**src/rtl/gru_l1_index_collector.sv**
```systemverilog
// Layer-1 sample-index collector: captures tagged results on each index
// advance into a small FIFO and flags cadence, sequence and overflow errors.
module gru_l1_index_collector #(
   parameter int DW     = 16,
   parameter int TAG_W  = 8,
   parameter int DEPTH  = 8,
   parameter int PERIOD = 10
) (
   input  logic             clk,
   input  logic             rstn,
   input  logic [31:0]      index,
   input  logic [DW-1:0]    l1_data,
   output logic [DW-1:0]    out_data,
   output logic [TAG_W-1:0] out_tag,
   output logic             out_valid,
   input  logic             out_ready,
   output logic             period_err,
   output logic             seq_err,
   output logic             overflow,
   output logic [7:0]       drop_cnt,
   input  logic             err_clr
);

   localparam int AW = $clog2(DEPTH);
   localparam int PW = AW + 1;
   localparam int EW = TAG_W + DW;
   localparam logic [8:0] PER = 9'(PERIOD);

   typedef enum logic {IDLE, RUN} state_e;

   state_e        state_q, state_d;
   logic [31:0]   prev_idx_q;
   logic [7:0]    gap_q, gap_d;
   logic [PW-1:0] wptr_q, wptr_d;
   logic [PW-1:0] rptr_q, rptr_d;
   logic [EW-1:0] head_q, head_d;
   logic          per_q, per_d;
   logic          seq_q, seq_d;
   logic          ovf_q, ovf_d;
   logic [7:0]    drop_q, drop_d;

   logic [EW-1:0] mem [DEPTH];

   logic          advance;
   logic          empty;
   logic          full;
   logic          pop;
   logic          push;
   logic          drop;
   logic          per_set;
   logic          seq_set;
   logic [8:0]    gap_inc;
   logic [EW-1:0] wdata;

   assign advance = (prev_idx_q != index) && !index[31];
   assign empty   = (wptr_q == rptr_q);
   assign full    = (wptr_q[AW] != rptr_q[AW]) &&
                    (wptr_q[AW-1:0] == rptr_q[AW-1:0]);
   assign pop     = !empty && out_ready;
   assign push    = advance && (!full || pop);
   assign drop    = advance && full && !pop;
   assign gap_inc = {1'b0, gap_q} + 9'd1;
   assign wdata   = {index[TAG_W-1:0], l1_data};

   always_comb begin
      state_d = state_q;
      gap_d   = gap_q;
      per_set = 1'b0;
      seq_set = 1'b0;
      unique case (state_q)
         IDLE: begin
            if (advance) begin
               state_d = RUN;
               gap_d   = 8'd0;
            end
         end
         RUN: begin
            if (index[31]) begin
               state_d = IDLE;
               gap_d   = 8'd0;
            end else if (advance) begin
               gap_d   = 8'd0;
               per_set = (gap_inc != PER);
               seq_set = (index != prev_idx_q + 32'd1);
            end else if (gap_q != 8'hFF) begin
               gap_d = gap_q + 8'd1;
            end
         end
      endcase
   end

   // A same-cycle error outranks err_clr
   always_comb begin
      per_d  = (per_q && !err_clr) || per_set;
      seq_d  = (seq_q && !err_clr) || seq_set;
      ovf_d  = (ovf_q && !err_clr) || drop;
      drop_d = drop_q;
      if (err_clr) begin
         drop_d = drop ? 8'd1 : 8'd0;
      end else if (drop && drop_q != 8'hFF) begin
         drop_d = drop_q + 8'd1;
      end
   end

   // Head register: new entry bypasses memory when it becomes the head
   always_comb begin
      wptr_d = wptr_q + PW'(push);
      rptr_d = rptr_q + PW'(pop);
      head_d = head_q;
      if (wptr_d != rptr_d) begin
         if (rptr_d == wptr_q) begin
            head_d = wdata;
         end else begin
            head_d = mem[rptr_d[AW-1:0]];
         end
      end
   end

   always_ff @(posedge clk) begin
      if (push) begin
         mem[wptr_q[AW-1:0]] <= wdata;
      end
   end

   always_ff @(posedge clk or negedge rstn) begin
      if (!rstn) begin
         state_q    <= IDLE;
         prev_idx_q <= 32'hFFFF_FFFF;
         gap_q      <= 8'd0;
         wptr_q     <= '0;
         rptr_q     <= '0;
         head_q     <= '0;
         per_q      <= 1'b0;
         seq_q      <= 1'b0;
         ovf_q      <= 1'b0;
         drop_q     <= 8'd0;
      end else begin
         state_q    <= state_d;
         prev_idx_q <= index;
         gap_q      <= gap_d;
         wptr_q     <= wptr_d;
         rptr_q     <= rptr_d;
         head_q     <= head_d;
         per_q      <= per_d;
         seq_q      <= seq_d;
         ovf_q      <= ovf_d;
         drop_q     <= drop_d;
      end
   end

   assign out_valid  = !empty;
   assign out_data   = head_q[DW-1:0];
   assign out_tag    = head_q[EW-1:DW];
   assign period_err = per_q;
   assign seq_err    = seq_q;
   assign overflow   = ovf_q;
   assign drop_cnt   = drop_q;

endmodule

```
**config.mk**
```make
export PLATFORM = sky130hd
export DESIGN_NAME = gru_l1_index_collector
export DESIGN_NICKNAME = d
export VERILOG_FILES = /design/src/rtl/gru_l1_index_collector.sv
export SDC_FILE = /design/constraint.sdc
export NUM_CORES = 1
export LEC_CHECK = 0
export CORE_MARGIN = 5
export CORE_UTILIZATION = 53
export DETAILED_ROUTE_END_ITERATION = 16
export PLACE_DENSITY_LB_ADDON = 0.2
export SLEW_MARGIN = 15
export SYNTH_ARGS = -nofsm -noshare
export SYNTH_HDL_FRONTEND = slang
export SYNTH_SLANG_ARGS = --single-unit
```
**constraint.sdc**
```tcl
create_clock -name clk -period 3.65 [get_ports clk]
set_clock_uncertainty 0.15 [all_clocks]
set_input_delay 0.73 -clock clk [delete_from_list [all_inputs] [get_ports clk]]
set_output_delay 0.73 -clock clk [all_outputs]
set_load 0.02 [all_outputs]
```
# --- Yosys cells after proc, flatten, opt, wreduce, memory -nomap -nowiden ---
# Memory sizes are Yosys's and may differ from the RTL's.
# Cells that the tools add are included.
word_totals:
  regBits: 84
  ram_bits: 192
  in_bits: 52
  output_inout_bits: 36
  elab_cells: 71
  mem_count: 1
memory_table:
  columns: ["memory", "words", "width", "read_ports", "rd_clocked_by_memory_dff", "wr", "line", "rtl"]
  rows:
  - ["mem", 8, 24, 1, 0, 1, "42", "logic [EW-1:0] mem [DEPTH];"]
classes:
  n_addsub: 6
  n_eq_ne: 12
  mux: 20
  n_bitwise: 1
  reduce_logical: 21
op_table:
  columns: ["operator", "count"]
  rows:
  - ["32-bit inequality test", 2]
  - ["8-bit 2-to-1 mux", 6]
  - ["32-bit by 1-bit adder with 32-bit output (second input constant)", 1]
  - ["24-bit 2-to-1 mux", 1]
  - ["8-bit by 1-bit adder with 8-bit output (second input constant)", 2]
  - ["8-bit inequality test (second input constant)", 2]
  - ["8-bit case mux with 2 select lines", 1]
  - ["1-bit 2-to-1 mux", 11]
  - ["1-bit logical AND", 10]
  - ["8-bit by 1-bit adder with 9-bit output (second input constant)", 1]
  - ["9-bit by 4-bit inequality test with 1-bit output (second input constant)", 1]
  - ["4-bit by 1-bit adder with 4-bit output", 2]
  - ["4-bit == test", 2]
  - ["1-bit logical NOT", 5]
  - ["1-bit logical OR", 4]
  - ["4-bit by 2-bit inequality test with 1-bit output (second input constant)", 1]
  - ["4-bit inequality test", 1]
  - ["3-bit == test", 1]
  - ["2-bit inequality test (second input constant)", 1]
  - ["1-bit case mux with 2 select lines", 1]
  - ["2-bit AND reduction", 1]
  - ["2-bit nonzero test", 1]
  - ["1-bit inequality test", 1]
  - ["1-bit NOT", 1]

# --- Depth between registers and ports, before layout ---
# Gate-level depths: netlist (run 1).
logic_depth:
  word_depth: 8
  ltp_mapped: 14
  ltp_nobuf: 11

# --- Worst setup path before layout (run 1) ---
# OpenSTA, ideal clock, no wires.
synth_timing:
  kind: "in2reg"
  start: "input index[22]"
  end: "memory mem[0][0] in the netlist's numbering (enable)"
  setup_ps: 435
  arrival_time_ps: 3488
  required_ps: 3065
  slack_ps: -423
  path_stages: 7
  n_path_buf: 0
  cell_sequence: "xor2_1 -> nor4_1 -> and4_1 -> a21oi_2 -> and2_1 -> nand2b_1 -> nor3_1"
synth_between:
  elab_chain_len: 5
synth_lines:
  columns: ["element", "line", "rtl"]
  rows:
  - ["start: declaration", "11", "input logic [31:0] index,"]
  - ["32-bit inequality test", "55", "assign advance = (prev_idx_q != index) && !index[31];"]
  - ["1-bit logical AND", "55", null]
  - ["1-bit logical AND", "60", "assign push = advance && (!full || pop);"]
  - ["1-bit 2-to-1 mux", "120", "if (push) begin"]
  - ["1-bit 2-to-1 mux (implied by the code)", "121", "mem[wptr_q[AW-1:0]] <= wdata;"]
  - ["end: declaration", "42", null]
# Every way passes these cells.

# --- Worst setup path after layout (run 1) ---
layout_timing:
  start: "input index[24]"
  end: "register head_q[5]"
layout_between:
  elab_chain_len: 5
layout_lines:
  columns: ["element", "line", "rtl"]
  rows:
  - ["32-bit inequality test", "55", null]
  - ["1-bit logical AND", "55", null]
  - ["1-bit logical AND", "60", null]
  - ["4-bit by 1-bit adder with 4-bit output", "107", "wptr_d = wptr_q + PW'(push);"]
  - ["via wptr_d[3]", "34", "logic [PW-1:0] wptr_q, wptr_d;"]
  - ["4-bit inequality test", "110", "if (wptr_d != rptr_d) begin"]
  - ["end signal: assignment", "132", "head_q <= '0;"]
  - ["end signal: assignment", "143", "head_q <= head_d;"]
  - ["end: declaration", "36", "logic [EW-1:0] head_q, head_d;"]
# The timed path passes the listed nets, and every way through them passes these cells.
# A chain may end at the register's enable or synchronous reset.

==> results of run 1 <==
[registers in the layout (all words and copies together) (netlist names)]
signal      count
state_q         1
prev_idx_q     32
head_q         24
rptr_q          4
seq_err         1
mem           192
period_err      1
drop_cnt        8
wptr_q          4
gap_q           8
overflow        1
[through the flow]
step,instance area (um^2),setup TNS (ps),util [%]
5_1_grt,15100,-54.9,67.0
3_3_place_gp,13800,-12780,61.4
2_1_floorplan,12100,0,-
6_report,15100,0,67.0
4_1_cts,14800,0,66.0
3_5_place_dp,13800,-14360,61.4
[placed cells by master (no fill, tap or decap), drive strengths merged, types with 17 or more instances in the layout]
cell type,count
a21oi,17
clkbuf,37
clkdlybuf4s50,66
dlymetal6s2s,19
nor2,27
nand3,25
buf,77
o21ai,32
dfstp,32
mux2i,32
mux2,24
nand2,48
dfrtp,52
edfxtp,192
xor2,47
mux4,48
xnor2,20
nand4,18
[cells in the mapped netlist, drive strengths merged (20+ instances only)]
library cell and instances:
mux2i 32, nor2 27, xnor2 20, nand3 25, o21ai 32, dfstp 32
dfrtp 52, mux2 24, xor2 47, nand2 48, mux4 48, clkbuf 20
edfxtp 192
[final cells by class]
cell class / instances / area [um^2]
Clock buffer: 36 / 759
Clock inverter: 13 / 146
Fill cell: 1533 / 7420
Inverter: 12 / 45.0
Multi-Input combinational cell: 442 / 4200
Sequential cell: 276 / 7910
Tap cell: 285 / 357
Timing Repair Buffer: 164 / 1680
[critical path: cells and delay by family]
family                   cells  cell delay (ps)
AO/OA/AOI/OAI                1              150
buffers and inverters        2              760
XOR/XNOR                     3              540
AND/OR/NAND/NOR              5             1180
adder cells (fa/ha/maj)      1              190
multiplexers                 1              270
[worst max path at each step]
stage                          from  depth (start not counted)    endpoint  slack, ps
final                     index[24]                         13   head_q[5]         80
after global routing      index[14]                         13   head_q[3]        -10
after CTS                 index[20]                         13  head_q[15]         10
after detailed placement  index[29]                         12  head_q[21]       -610
after global placement    index[29]                         12  head_q[19]       -530
after floorplan           wptr_q[2]                         12  head_q[13]          2
[where the power goes]
part,switching [mW],total [mW],internal [mW]
Sequential,0.248,4.23,3.98
Combinational,2.51,5.18,2.67
Clock,1.14,2.81,1.67
Total,3.89,12.2,8.32
[metal layers]
layer	vias to the layer above	GRT usage [%]	wire length (um)
li1	3266	-	-
met1	3708	29.1	11700
met2	208	34.9	13500
met3	38	3.10	1320
met4	0	3.87	441
met5	-	0	0
[cells by family after synthesis]
group / Yosys count / synth area share [%]
adders and majority gates: 8 / 0.833
AOI/OAI and AO/OA: 86 / 4.53
xor gates and xnor gates: 67 / 4.95
DFF: 276 / 65.8
buffers and inverters: 44 / 1.79
and+or+nand+nor: 177 / 8.17
muxes: 104 / 13.9
[what timing repair did]
| item | CTS | global route |
|---|---|---|
| gates cloned | 2 | 1 |
| pin swaps | 5 | 12 |
| endpoints found under the setup margin | 24 | 24 |
| buffers inserted | 1 | 1 |
| resized for setup | 14 | 43 |
==> run_results.csv, run 1 <==
group,metric,value,unit
run_status,status,"complete, no violations",
clock_network,clockRootBuffer,"clkbuf_16",
pwr,p_per_area,810,nW/um^2
yosys,synth_edf_count,192,
detailed_routing,routed_via_density,5.88,
setup_path,max_stage_delay,620,ps
clock_network,clkTransAtPathRegs,60,ps
sta,fmax,280,MHz
die,die_w,161,um
setup_path,setup.worst_path.start_class,"primary input",
setup_path,reg2reg_to,"head_q[5]",
hold_path,worstHoldPathType,"primary input to async pin",
clock_network,h-tree-depth,1,
placed_design,gp_congestion,0.865,
sta,setup_ws,82.5,ps
yosys,syn-instance-count,762,
die,die_h,161,um
sta,setup_viol,0,
placed_design,preCtsSetupSlack,-613,ps
placed_design,dp.cells,1174,
detailed_routing,drc_errors,0,
detailed_routing,dr.pass1.iters,5,
placed_design,portBuffers,87,
grt,grt_usage,20.6,%
die,start_util,53.4,%
yosys,syn_area,12000,um^2
die,pin_count,88,
yosys,yosys_most_used_dff,"edfxtp_1",
grt,grt_max_degree,58,
setup_path,worstReg2RegStart,"prev_idx_q[29]",
sta,tightest_slew,828,ps
pwr,ir_drop,0.673,mV
setup_path,cp.required,3910,ps
clock_network,clock_latency,530,ps
layout,antenna_cells,0,
clock_network,cts_tree,"built",
yosys,ys_ff_latch,276,
layout,nets,983,
sta,timing_hold_violations_final,0,
run,drv_cap,0,
setup_path,rrSetupSlack,110,ps
clock_network,postCtsHoldBufs,0,
setup_path,crit_chain,"clkdlybuf4s50_1 > xor2_2 > nor4_2 > and4_4 > a21oi_4 > and2_4 > ha_2 > nand3_1 > xnor2_2 > xor2_1 > or4_4 > clkbuf_16 > mux2_2",
yosys,synth_nets,822,
placed_design,dp_hpwl,17200,um
grt,grt_pass1_wl,42200,um
clock_network,clockBufferDepth,3,
clock_network,cts.sinks,276,
grt,grt_pass1_vias,7626,
die,core-area,22500,um^2
detailed_routing,routed_wl,27000,um
yosys,async_reset_ff_share,30.4,%
die,rows,55,
yosys,synth.yosys.seq_area_share,65.8,%
detailed_routing,drt_iter0_markers,482,
layout,drive_gt1_share,30.5,%
yosys,synth_area_leaders,"edfxtp_1 (48%), dfrtp_1 (11%), mux4_2 (9.0%)",
setup_path,endpoint_kind,"flip-flop",
sta,holdWs,150,ps
yosys,yosys_warnings,0,
detailed_routing,antenna_left,0,
pwr,power_leakage,5.49,nW
detailed_routing,num_vias,7220,
clock_network,cts_made_buffers,27,
die,die_area,25800,um^2
sta,period_minus_slack,3570,ps
grt,antenna_found_initial,0,
pwr,power,12.2,mW
sta,drv_slew,0,
detailed_routing,avgRoutedWirePerCell,22.0,um
setup_path,worstPathMaxFanout,6,
setup_path,worst_path_max_delay_cell,"or4_4",
yosys,yosysTopAreaCellShare,48.0,%
sta,relSlewSlack,44.8,%
yosys,yosysTopAreaCell,"edfxtp_1",
yosys,syn_avg_cell_area,15.8,um^2
setup_path,cp.arrival,3820,ps
setup_path,path_class,"primary input to flip-flop",
grt,overflow,0,
layout,final_cells,1228,
sta,min_period_over_period,97.7,%
setup_path,rr_worst_depth,12,
yosys,yosysUniqueCellTypes,63,
layout,syn_to_final_growth,25.6,%
(Power assumes the default switching activity.)
==> run 2, diff against run 1 <==
--- a/config.mk
+++ b/config.mk
@@ -8,6 +8,7 @@
 export CORE_MARGIN = 5
 export CORE_UTILIZATION = 53
 export DETAILED_ROUTE_END_ITERATION = 16
+export GPL_ROUTABILITY_DRIVEN = 0
 export PLACE_DENSITY_LB_ADDON = 0.2
 export SLEW_MARGIN = 15
 export SYNTH_ARGS = -nofsm -noshare
==> run 2 against run 1 <==
Compared with the run above: the flow now finishes with violations (setup timing); critical endpoint is now head_q[11]; non-clock buffer count is 3 higher; largest cell class unchanged; sequential share of layout area is 0.37 points lower; via count is 1.3% higher; power is 2.3% higher; clock power is 5% higher; count of clock-buffer cells in the layout is 1 lower; maximum frequency is 2.6% lower; cell count is 0.49% higher.
==> run_results.csv, run 2 (synthesis gave the netlist of run 1 again) <==
group,metric,value,unit
run_status,status,"finished with violations",
run_status,violations,"setup timing",
setup_path,rrSetupSlack,0,ps
layout,layout_commonest_cell,"edfxtp_1",
clock_network,cts_tree,"built",
layout,final_cell_mix,"edfxtp_1 (192), buf_4 (64), clkdlybuf4s50_1 (60), dfrtp_1 (52), mux4_2 (48)",
grt,antenna_found_initial,0,
layout,nets,987,
pwr,pwr-share-clk,23.7,%
sta,drv_slew,0,
clock_network,h-tree-depth,1,
setup_path,reg2reg_to,"head_q[11]",
setup_path,max_stage_delay,600,ps
run,drv_cap,0,
detailed_routing,avgRoutedWirePerCell,22.2,um
die,pin_count,88,
die,die_h,161,um
sta,min_period_over_period,100,%
pwr,power_leakage,5.56,nW
sta,tightest_slew,657,ps
detailed_routing,dr.pass1.iters,5,
setup_path,worstPathMaxFanout,6,
clock_network,clock_latency,530,ps
clock_network,clkTransAtPathRegs,60,ps
grt,grt_usage,21.3,%
hold_path,worstHoldPathType,"primary input to async pin",
pwr,pwr-share-comb,42.5,%
placed_design,portBuffers,87,
detailed_routing,drc_errors,0,
placed_design,dp.cells,1170,
sta,period_minus_slack,3660,ps
clock_network,cts.sinks,276,
sta,timing_hold_violations_final,0,
setup_path,critical-path-top-delay-family,"simple AND/OR/NAND/NOR gates",
detailed_routing,drt_iter0_markers,560,
grt,overflow,0,
die,core-area,22500,um^2
detailed_routing,antenna_left,0,
sta,rsz0062_at_grt,"true",
layout,largest_reg_flops,192,
grt,grt_max_degree,49,
setup_path,worstReg2RegStart,"prev_idx_q[29]",
setup_path,endpoint_kind,"flip-flop",
setup_path,rr_worst_depth,13,
sta,setup_tns,-13.0,ps
die,start_util,53.4,%
pwr,ir_drop,0.502,mV
detailed_routing,routed_via_density,5.93,
grt,grt_pass1_wl,43600,um
clock_network,clockBufferDepth,3,
layout,antenna_cells,0,
layout,drive_gt1_share,29.7,%
detailed_routing,num_vias,7314,
pwr,p_sw,3.95,mW
die,die_w,161,um
setup_path,crit_chain,"clkdlybuf4s50_1 > xor2_1 > nor4_2 > and4_4 > a21oi_4 > and2_4 > ha_4 > ha_4 > xor2_2 > xor2_1 > or4_4 > buf_12 > buf_16 > mux2_4",
setup_path,cp.arrival,3930,ps
layout,syn_to_final_growth,26.5,%
sta,fmax,273,MHz
setup_path,worst_path_max_delay_cell,"or4_4",
pwr,internal_power,8.55,mW
die,die_area,25800,um^2
pwr,p_sw_share,31.6,%
setup_path,worst-path-buf-inv,3,
setup_path,cp.required,3920,ps
placed_design,dp_hpwl,16600,um
layout,final_cells,1234,
die,rows,55,
grt,grt_pass1_vias,7641,
sta,setup_viol,1,
pwr,p_per_area,823,nW/um^2
detailed_routing,routed_wl,27400,um
setup_path,setup.worst_path.start_class,"primary input",
clock_network,clockRootBuffer,"clkbuf_16",
sta,setup_ws,-13.0,ps
setup_path,path_class,"primary input to flip-flop",
clock_network,cts_made_buffers,28,
pwr,power_frac_seq,33.9,%
sta,relSlewSlack,56.2,%
run 2: cell count changes in the layout (fill, tap and decap cells not counted), moves of 3 or more:
| cell | previous run | this run |
|---|---|---|
| clkinv_2 | 4 | 1 |
| clkdlybuf4s50_1 | 66 | 60 |
| dlygate4sd2_1 | 1 | 6 |
| xor2_1 | 27 | 30 |
| clkbuf_8 | 5 | 0 |
| xor2_2 | 19 | 16 |
| clkinv_1 | 3 | 8 |
| buf_12 | 10 | 14 |
run 2: per-stage QoR:
step                setup WS [ps]  instance area (um^2)  hold WS (ps)  util, %  total power [mW]
floorplan                    2.32                 12100           284        -              7.56
global placement             -537                 13800           341     61.4              9.05
detailed placement           -616                 13800           346     61.4              9.21
CTS                          10.4                 15000          88.1     66.5              12.5
global route                -54.2                 15200           115     67.5              13.2
finish                      -13.0                 15200          78.5     67.5              12.5
run 2: final cells by class:
cell class,instances,area (um^2)
clock buffers,35,748
clock inverters,17,209
fillers,1474,7310
inverters,12,45.0
multi-input cells,442,4170
flip-flops and latches,276,7910
well taps,285,357
repair buffers,167,1750
run 2: power by group through the flow:
stage | registers, mW | clock network, mW | logic (mW)
CTS | 4.23 | 3.00 | 5.30
floorplan | 4.39 | 0 | 3.17
detailed placement | 4.28 | 0 | 4.94
global route | 4.28 | 3.16 | 5.72
finish | 4.23 | 2.96 | 5.31
global placement | 4.25 | 0 | 4.81
run 2: what timing repair did:
item / 4_1_cts / 5_1_grt
hold buffers: 0 / 0
gates resized for setup: 23 / 37
buffers inserted: 1 / 8
endpoints found under the setup margin: 24 / 24
cloned: 3 / 0
pin swaps: 4 / 13
run 2: worst max-delay path by stage:
stage	start	endpoint	cells past startpoint
floorplan	wptr_q[2]	head_q[13]	12
global placement	index[29]	head_q[15]	12
detailed placement	index[19]	head_q[22]	12
CTS	index[25]	head_q[0]	14
global route	index[15]	head_q[11]	14
finish	index[15]	head_q[11]	14
run 2: routing by layer:
| layer | vias to the layer above | share of wire (%) | track usage, % |
|---|---|---|---|
| li1 | 3280 | - | - |
| met1 | 3759 | 43 | 30.3 |
| met2 | 236 | 50 | 35.4 |
| met3 | 39 | 5.6 | 3.26 |
| met4 | 0 | 1.7 | 4.69 |
| met5 | - | 0 | 0 |
